[src/rtl/riscv_constants.sv]
// Shared LSU constants: funct3 memory sizes, FSM states, exception causes, and lane helpers.
// Pure declarations; no latency or flow control of its own.
package riscv_constants;

  localparam logic [2:0] MEM_B  = 3'b000;
  localparam logic [2:0] MEM_H  = 3'b001;
  localparam logic [2:0] MEM_W  = 3'b010;
  localparam logic [2:0] MEM_BU = 3'b100;
  localparam logic [2:0] MEM_HU = 3'b101;

  typedef enum logic [1:0] {
    LSU_IDLE,
    LSU_REQ,
    LSU_WAIT,
    LSU_RESP
  } lsu_state_e;

  typedef enum logic [1:0] {
    LSU_EXC_NONE           = 2'b00,
    LSU_EXC_LOAD_MISALIGN  = 2'b01,
    LSU_EXC_STORE_MISALIGN = 2'b10,
    LSU_EXC_ILLEGAL        = 2'b11
  } lsu_exc_e;

  // Illegal funct3 wins over misalignment.
  function automatic lsu_exc_e lsu_check(input logic we, input logic [2:0] f3,
                                         input logic [1:0] addr_lo);
    logic legal;
    logic misal;
    legal = (f3 == MEM_B) || (f3 == MEM_H) || (f3 == MEM_W) ||
            (!we && ((f3 == MEM_BU) || (f3 == MEM_HU)));
    misal = (((f3 == MEM_H) || (f3 == MEM_HU)) && addr_lo[0]) ||
            ((f3 == MEM_W) && (addr_lo != 2'b00));
    if (!legal) return LSU_EXC_ILLEGAL;
    if (misal) return we ? LSU_EXC_STORE_MISALIGN : LSU_EXC_LOAD_MISALIGN;
    return LSU_EXC_NONE;
  endfunction

  function automatic logic [3:0] lsu_be(input logic [2:0] f3, input logic [1:0] addr_lo);
    case (f3)
      MEM_B, MEM_BU: lsu_be = 4'b0001 << addr_lo;
      MEM_H, MEM_HU: lsu_be = 4'b0011 << addr_lo;
      default:       lsu_be = 4'b1111;
    endcase
  endfunction

  function automatic logic [31:0] lsu_wdata(input logic [2:0] f3, input logic [31:0] d);
    case (f3)
      MEM_B:   lsu_wdata = {4{d[7:0]}};
      MEM_H:   lsu_wdata = {2{d[15:0]}};
      default: lsu_wdata = d;
    endcase
  endfunction

endpackage

[src/rtl/riscv_load_align.sv]
// Load data aligner: selects the addressed byte/half lane and sign/zero-extends it.
// Purely combinational; no backpressure.
module riscv_load_align
  import riscv_constants::*;
(
  input  logic [2:0]  funct3,
  input  logic [1:0]  addr_lo,
  input  logic [31:0] word,
  output logic [31:0] data
);

  logic [7:0]  byte_lane;
  logic [15:0] half_lane;

  always_comb begin
    byte_lane = word[{addr_lo, 3'b000} +: 8];
    half_lane = word[{addr_lo[1], 4'b0000} +: 16];
    case (funct3)
      MEM_B:   data = {{24{byte_lane[7]}}, byte_lane};
      MEM_BU:  data = {24'h000000, byte_lane};
      MEM_H:   data = {{16{half_lane[15]}}, half_lane};
      MEM_HU:  data = {16'h0000, half_lane};
      default: data = word;
    endcase
  end

endmodule

[src/rtl/riscv_lsu.sv]
// Load/store unit: one op per handshake, request/grant/response on dbus; rsp 3 cycles after accept minimum.
// req_ready drops from accept until the response cycle ends; dbus request holds stable until gnt.
module riscv_lsu
  import riscv_constants::*;
#(
  parameter int WORD_LENGTH = 32,
  parameter int BE_WIDTH    = WORD_LENGTH / 8
) (
  input  logic                   clk,
  input  logic                   rst_n,
  input  logic                   req_valid,
  output logic                   req_ready,
  input  logic                   req_we,
  input  logic [2:0]             req_funct3,
  input  logic [WORD_LENGTH-1:0] req_addr,
  input  logic [WORD_LENGTH-1:0] req_wdata,
  output logic                   rsp_valid,
  output logic [WORD_LENGTH-1:0] rdata,
  output logic                   exc_valid,
  output logic [1:0]             exc_cause,
  output logic                   dbus_req,
  input  logic                   dbus_gnt,
  output logic                   dbus_we,
  output logic [WORD_LENGTH-1:0] dbus_addr,
  output logic [BE_WIDTH-1:0]    dbus_be,
  output logic [WORD_LENGTH-1:0] dbus_wdata,
  input  logic                   dbus_rvalid,
  input  logic [WORD_LENGTH-1:0] dbus_rdata
);

  lsu_state_e             state;
  logic                   op_we;
  logic [2:0]             op_funct3;
  logic [1:0]             op_addr_lo;
  logic [WORD_LENGTH-1:0] load_data;
  lsu_exc_e               chk;

  assign chk = lsu_check(req_we, req_funct3, req_addr[1:0]);

  riscv_load_align u_align (
    .funct3  (op_funct3),
    .addr_lo (op_addr_lo),
    .word    (dbus_rdata),
    .data    (load_data)
  );

  always_ff @(posedge clk or negedge rst_n) begin
    if (!rst_n) begin
      state      <= LSU_IDLE;
      req_ready  <= 1'b1;
      rsp_valid  <= 1'b0;
      rdata      <= '0;
      exc_valid  <= 1'b0;
      exc_cause  <= 2'b00;
      dbus_req   <= 1'b0;
      dbus_we    <= 1'b0;
      dbus_addr  <= '0;
      dbus_be    <= '0;
      dbus_wdata <= '0;
      op_we      <= 1'b0;
      op_funct3  <= 3'b000;
      op_addr_lo <= 2'b00;
    end else begin
      rsp_valid <= 1'b0;
      exc_valid <= 1'b0;
      exc_cause <= 2'b00;
      case (state)
        LSU_IDLE: begin
          if (req_valid) begin
            if (chk != LSU_EXC_NONE) begin
              exc_valid <= 1'b1;
              exc_cause <= chk;
            end else begin
              state      <= LSU_REQ;
              req_ready  <= 1'b0;
              op_we      <= req_we;
              op_funct3  <= req_funct3;
              op_addr_lo <= req_addr[1:0];
              dbus_req   <= 1'b1;
              dbus_we    <= req_we;
              dbus_addr  <= {req_addr[WORD_LENGTH-1:2], 2'b00};
              dbus_be    <= lsu_be(req_funct3, req_addr[1:0]);
              dbus_wdata <= lsu_wdata(req_funct3, req_wdata);
            end
          end
        end
        LSU_REQ: begin
          if (dbus_gnt) begin
            state      <= LSU_WAIT;
            dbus_req   <= 1'b0;
            dbus_we    <= 1'b0;
            dbus_addr  <= '0;
            dbus_be    <= '0;
            dbus_wdata <= '0;
          end
        end
        // rvalid in the grant cycle is ignored: only WAIT samples it.
        LSU_WAIT: begin
          if (dbus_rvalid) begin
            state     <= LSU_RESP;
            rsp_valid <= 1'b1;
            rdata     <= op_we ? '0 : load_data;
          end
        end
        LSU_RESP: begin
          state     <= LSU_IDLE;
          req_ready <= 1'b1;
        end
        default: state <= LSU_IDLE;
      endcase
    end
  end

endmodule
[config.mk]
export PLATFORM = sky130hd
export DESIGN_NAME = riscv_lsu
export DESIGN_NICKNAME = d
export VERILOG_FILES = /design/src/rtl/riscv_constants.sv /design/src/rtl/riscv_load_align.sv /design/src/rtl/riscv_lsu.sv
export SDC_FILE = /design/constraint.sdc
export NUM_CORES = 1
export LEC_CHECK = 0
export BUFFER_PORTS_ARGS = -buffer_cell sky130_fd_sc_hd__buf_4
export CAP_MARGIN = 0
export CORE_MARGIN = 10
export CORE_UTILIZATION = 52
export CTS_CLUSTER_SIZE = 14
export DETAILED_ROUTE_END_ITERATION = 12
export PLACE_DENSITY = 0.95
export SETUP_SLACK_MARGIN = 0.5
export SLEW_MARGIN = 20
export SYNTH_ARGS = -nofsm -noshare
export SYNTH_HDL_FRONTEND = slang
export SYNTH_SLANG_ARGS = --single-unit
[constraint.sdc]
create_clock -name clk -period 4.1 [get_ports clk]
set_input_delay 0.205 -clock clk [delete_from_list [all_inputs] [get_ports clk]]
set_output_delay 0.205 -clock clk [all_outputs]
set_load 0.02 [all_outputs]
# Word-level counts from Yosys, hierarchy flattened
# Cells that the tools add are included.
classes:
  eq_ne: 14
  n_shift: 4
  n_mux: 45
  bitwise_logic: 1
  n_reduce_logical: 24
ops:
  columns: ["operator", "count"]
  rows:
  - ["$mux W32", 6]
  - ["$pmux W32 S2", 3]
  - ["$pmux W32 S4", 1]
  - ["$shiftx A32 B6 Y16", 1]
  - ["$shiftx A32 B6 Y8", 1]
  - ["$mux W2", 12]
  - ["$pmux W4 S2", 2]
  - ["$mux W1", 14]
  - ["$eq A3 B3 Y1 const B", 4]
  - ["$mux W4", 3]
  - ["$ne A2 B2 Y1 const B", 4]
  - ["$pmux W2 S4", 1]
  - ["$reduce_and A4 Y1", 2]
  - ["$reduce_bool A2 Y1", 4]
  - ["$eq A3 B1 Y1 const B", 2]
  - ["$logic_not A3 Y1", 2]
  - ["$logic_or A1 B1 Y1", 6]
  - ["$pmux W1 S2", 3]
  - ["$reduce_and A3 Y1", 2]
  - ["$eq A2 B2 Y1 const B", 2]
  - ["$reduce_or A2 Y1", 2]
  - ["$shl A1 B2 Y4 const A", 1]
  - ["$shl A2 B2 Y4 const A", 1]
  - ["$eq A3 B2 Y1 const B", 1]
  - ["other kinds (6)", 8]
word_totals:
  ff_bits: 115
  out_inout_bits: 107
  wordCells: 102

# Longest topological paths before layout
logic_depth:
  depth_word: 12
  mapped_depth: 7
  depth_no_buf: 6

# Cells and area by module
# A second synthesis with hierarchy kept.
hier_totals:
  hier_cells: 529
  hier_area_um2: 5465.2
by_module_without_submodules:
  columns: ["mod", "instances", "cells_per_inst", "area_per_inst_um2"]
  rows:
  - ["riscv_lsu", 1, 420, 4837.1]
  - ["riscv_load_align", 1, 109, 628.1]

# Least setup slack after synthesis
# No wires, ideal clock.
synth_path:
  kind: "reg-to-reg"
  start: "register state[0]"
  end: "register rdata[16]"
  t_arrival_ps: 1664
  required_ps: 4034
  slack_ps: 2370
  path_stages_with_launch: 7
  n_path_buf: 1
  period_less_slack_ps: 1730
  path_cell_list: "dfrtp_1 -> inv_1 -> ha_1 -> nand3b_1 -> nor2_1 -> clkbuf_1 -> a221o_1"
synth_between:
  elab_chain_len: 2
synth_lines:
  columns: ["element", "line_no", "rtl"]
  rows:
  - ["from (decl)", "riscv_lsu.sv:31", "lsu_state_e state;"]
  - ["from (signal assigned)", "riscv_lsu.sv:49", "state <= LSU_IDLE;"]
  - ["from (signal assigned)", "riscv_lsu.sv:74", "state <= LSU_REQ;"]
  - ["from (signal assigned)", "riscv_lsu.sv:89", "state <= LSU_WAIT;"]
  - ["$eq A2 B2 Y1", "riscv_lsu.sv:67", "case (state)"]
  - ["$reduce_and A2 Y1 (no source line)", null, null]
  - ["to (signal assigned)", "riscv_lsu.sv:102", "rdata <= op_we ? '0 : load_data;"]
  - ["to (decl)", "riscv_lsu.sv:18", "output logic [WORD_LENGTH-1:0] rdata,"]
# Every way passes these cells.
# A chain may end at the register's enable or synchronous reset.

# Worst setup path after layout
layout_path:
  start: "input port req_addr[0]"
  end: "register dbus_wdata[23]"
layout_between:
  elab_chain_len: 10
  word_cells_on_any_way: 12
layout_lines:
  columns: ["element", "line_no", "rtl"]
  rows:
  - ["from (decl)", "riscv_lsu.sv:15", "input logic [WORD_LENGTH-1:0] req_addr,"]
  - ["$reduce_bool A2 Y1", "riscv_constants.sv:33", "((f3 == MEM_W) && (addr_lo != 2'b00));"]
  - ["$logic_and A1 B1 Y1", "riscv_constants.sv:33", null]
  - ["$logic_or A1 B1 Y1 *", "riscv_constants.sv:32", "misal = (((f3 == MEM_H) || (f3 == MEM_HU)) && addr_lo[0]) ||"]
  - ["$mux W1 (2 in a row)", "riscv_constants.sv:35", "if (misal) return we ? LSU_EXC_STORE_MISALIGN : LSU_EXC_LOAD_MISALIGN;"]
  - ["$mux W2 *", "riscv_constants.sv:36", "return LSU_EXC_NONE;"]
  - ["$mux W2 *", "riscv_constants.sv:35", null]
  - ["$reduce_bool A2 Y1 *", "riscv_lsu.sv:70", "if (chk != LSU_EXC_NONE) begin"]
  - ["$ne A2 B2 Y1 (no source line) *", null, null]
  - ["$reduce_and A4 Y1 (no source line) *", null, null]
  - ["to (signal assigned)", "riscv_lsu.sv:83", "dbus_wdata <= lsu_wdata(req_funct3, req_wdata);"]
  - ["to (decl)", "riscv_lsu.sv:26", "output logic [WORD_LENGTH-1:0] dbus_wdata,"]
# Every way passes the cells marked *; elsewhere a longest branch is shown, timed or not. The select of a mux whose other input is x is not followed.

==> results.md <==
- Initial antenna violation count: 0
- Standard-cell rows: 36
- Yosys reg bits: 113
- DR vias/cell: just over 6
- P&R area growth vs syn: 58.05%
- Detailed placement HPWL: 12.34 mm
- Die extent in x: around 120 um
- Setup Crit Path Kind: input pin to flip-flop
- RSZ-0062 raised after global routing: no
- Total of max-cap violations: 0
- Detailed Routing Iterations Pass 1: 5
- Min Tclk post-route: roughly 2.6 ns
- Tot GR Track Use: between 20% and 30%
- Clk sinks: about 110
- CORE AREA: 9684 um^2
- Setup TNS: 0 ns
- Commonest non-fill, non-tap cell in the layout: buf_4
- Tcrit/Tclk final: between 60 and 70%
- Post-layout util: between 80% and 90%
- DR vias: slightly above 5k
- ANT cells: 0
- Remaining global-route overflow: 0
- Starting Density: a little over half
- Filler Cells Inserted: between 400 and 500
- Skew final: approximately 0.01 ns
- CP max FO: 26
- Post-synth design cell area: 5121 um^2
- Setup-failing EPs final: 0
- First-pass GRT wire length: around 33 mm
- Sequential area share after synthesis: between 50% and 60%
- Hold WC Path Type: input pin to flip-flop
- Setup WS pre-CTS: roughly 1.6 ns
- DRC: 0
- Share of layout cells above drive strength 1: between 30% and 40%
- Clock buffer count from CTS: 17
- TritonCTS clock tree: built
- Least-Margin Pin Slew: around 1.1 ns
- Drt initial violations: around 450
- Largest net degree at the start of global routing: a little over 80
- Vias in the first global route: about 5.6k
- Outcome: complete, no violations
- Final ANT Viol Nets: 0
- Setup Buffers After CTS: 0
- I/O pin cnt: about 210
- Drt wl/cell: 25.12 um
- Critical Path AT: approximately 3.0 ns
- Leakage: ~0.004 uW
- PostCTS Resize Cnt: 0
- Die height: approximately 120 um
- YS warnings: 0
- Max Clock Freq: 377.8 MHz
- Later-pin clock latency in the skew report: 0.51 ns
- Netlist cell types: 44
- WHS Path Cells: 3
- Total power: between 5000 and 6000 uW
- Clock-pin slew on the worst setup and hold paths: about 0.05 ns
- Pwr dens: a little over 700 nW/um^2
- Nets@finish: between 800 and 900
- Clock root buffer: clkbuf_8
- Gp weighted congestion: ~0.90
- Clock buffer depth: 2
- Synth Instances: approximately 430
- Final Hold Vio Count: 0
- H-tree levels: 4
- Final setup margin: between 1 and 1.5 ns
- Max IR drop VDD: roughly 350 uV
- IO Port Bufs: about 210
- Routed WL: around 21 mm
- CP required: between 4 and 5 ns
- Relative slew slack: between 20% and 30%
- Worst Reg-to-Reg Cells: 5
- Avg Inst Size Synth: roughly 12 um^2
- Slew Limit Fails: 0
- Critical Path Source Type: input pin
- Die ar.: ~14000 um^2
- Worst setup EP type: flip-flop
- Commonest cells after routing, fill and taps aside: buf_4 (212), dfrtp_1 (112), dlygate4sd3_1 (76), a22o_1 (41), nand2_1 (35)
critical path, stage by stage:
cell and delay [ns]:
dlygate4sd3_1 0.56, buf_4 0.18, a221oi_2 0.09, o211ai_1 0.79, or2_1 0.88, o2bb2ai_1 0.26
flip-flops by register name, summed over array words and instances (netlist names), 2 cells and up:
name and cells:
dbus_be 4, dbus_addr 30, op_funct3 3, state 2, dbus_wdata 32, rdata 32
op_addr_lo 2, exc_cause 2
cells by family after synthesis:
logic type	Yosys count	synth area share, %
mux	45	9.333
other cells	1	0.07323
simple gates	69	6.181
fa+ha+maj	4	0.9773
buf+inv	44	5.033
compound gates	149	23.16
flops	113	55.24
what timing repair did:
item	4_1_cts	5_1_grt
endpoints found under the setup margin	0	0
hold buffers	76	0
hold endpoints to repair	158	0
power breakdown:
group          switching (uW)  internal (uW)  total (uW)  leakage, uW
logic                    1360           1020        2380      0.00219
registers                 365           1520        1880      0.00151
clock network             526           1050        1570     0.000303
routing by layer:
| metal | share of wire (%) | up-vias | wire length [um] | GRT usage [%] |
|---|---|---|---|---|
| met5 | 0 | - | 0 | 0 |
| met4 | 4.7 | 0 | 1006 | 15.27 |
| met3 | 11 | 76 | 2258 | 11.62 |
| met2 | 49 | 377 | 10350 | 49.17 |
| met1 | 36 | 2525 | 7630 | 32.35 |
| li1 | - | 2145 | - | - |
synth_stat cells (all sizes together):
master / number / share of area (%)
nand2b: 2 / 0.24
nor2: 18 / 1.3
or2: 1 / 0.12
mux2: 12 / 2.6
nand3: 2 / 0.20
buf: 20 / 3.3
nor2b: 1 / 0.12
o21a: 2 / 0.29
o32a: 1 / 0.20
nor3: 6 / 0.68
dfrtp: 112 / 55
o221ai: 2 / 0.34
a221oi: 2 / 0.46
nor4: 2 / 0.66
a211o: 1 / 0.34
o31ai: 1 / 0.15
a21o: 1 / 0.15
conb: 1 / 0.073
o21ai: 34 / 3.4
mux4: 1 / 0.44
mux2i: 32 / 6.3
o2bb2ai: 26 / 4.4
a221o: 16 / 3.1
dfstp: 1 / 0.51
a32oi: 1 / 0.17
and2: 1 / 0.12
o211ai: 1 / 0.15
a21oi: 7 / 0.68
nand2: 35 / 2.6
clkbuf: 13 / 0.95
nand3b: 1 / 0.15
ha: 4 / 0.98
inv: 11 / 0.81
a22o: 41 / 7.0
a21boi: 7 / 1.0
a31oi: 1 / 0.12
a2111o: 5 / 1.1
through the flow:
stage | instances | area, um^2 | hold slack (ns)
finish | 846 | 8094 | 0.03093
global placement | 738 | 6676 | 0.4196
floorplan | 426 | 5125 | -0.09059
global route | 846 | 8094 | 0.01859
detailed placement | 738 | 6676 | 0.4264
CTS | 845 | 8064 | 0.003745
path summary, 6_finish.rpt:
kind | startpoint | endpoint | slack (ns)
setup / recovery | req_addr[0] | dbus_wdata[23] | 1.45
hold / removal | dbus_rdata[8] | rdata[8] | 0.03
setup reg to reg | state[1] | dbus_addr[31] | 1.47
hold reg to reg | dbus_be[2] | dbus_be[2] | 0.49
max in group asynchronous | rst_n | rdata[15] | 3.19
min in group asynchronous | rst_n | rdata[20] | 0.16
final cells by class:
type                    count  area (um^2)  share of cell area [%]
well taps                 133        166.4                   2.056
multi-input cells         269         2051                   25.34
flip-flops and latches    113         2829                   34.95
inverters                  11        41.29                  0.5101
clock buffers              22        473.0                   5.843
repair buffers            289         2380                   29.40
clock inverters             9        153.9                   1.901
Power figures use the tool's default switching activity.
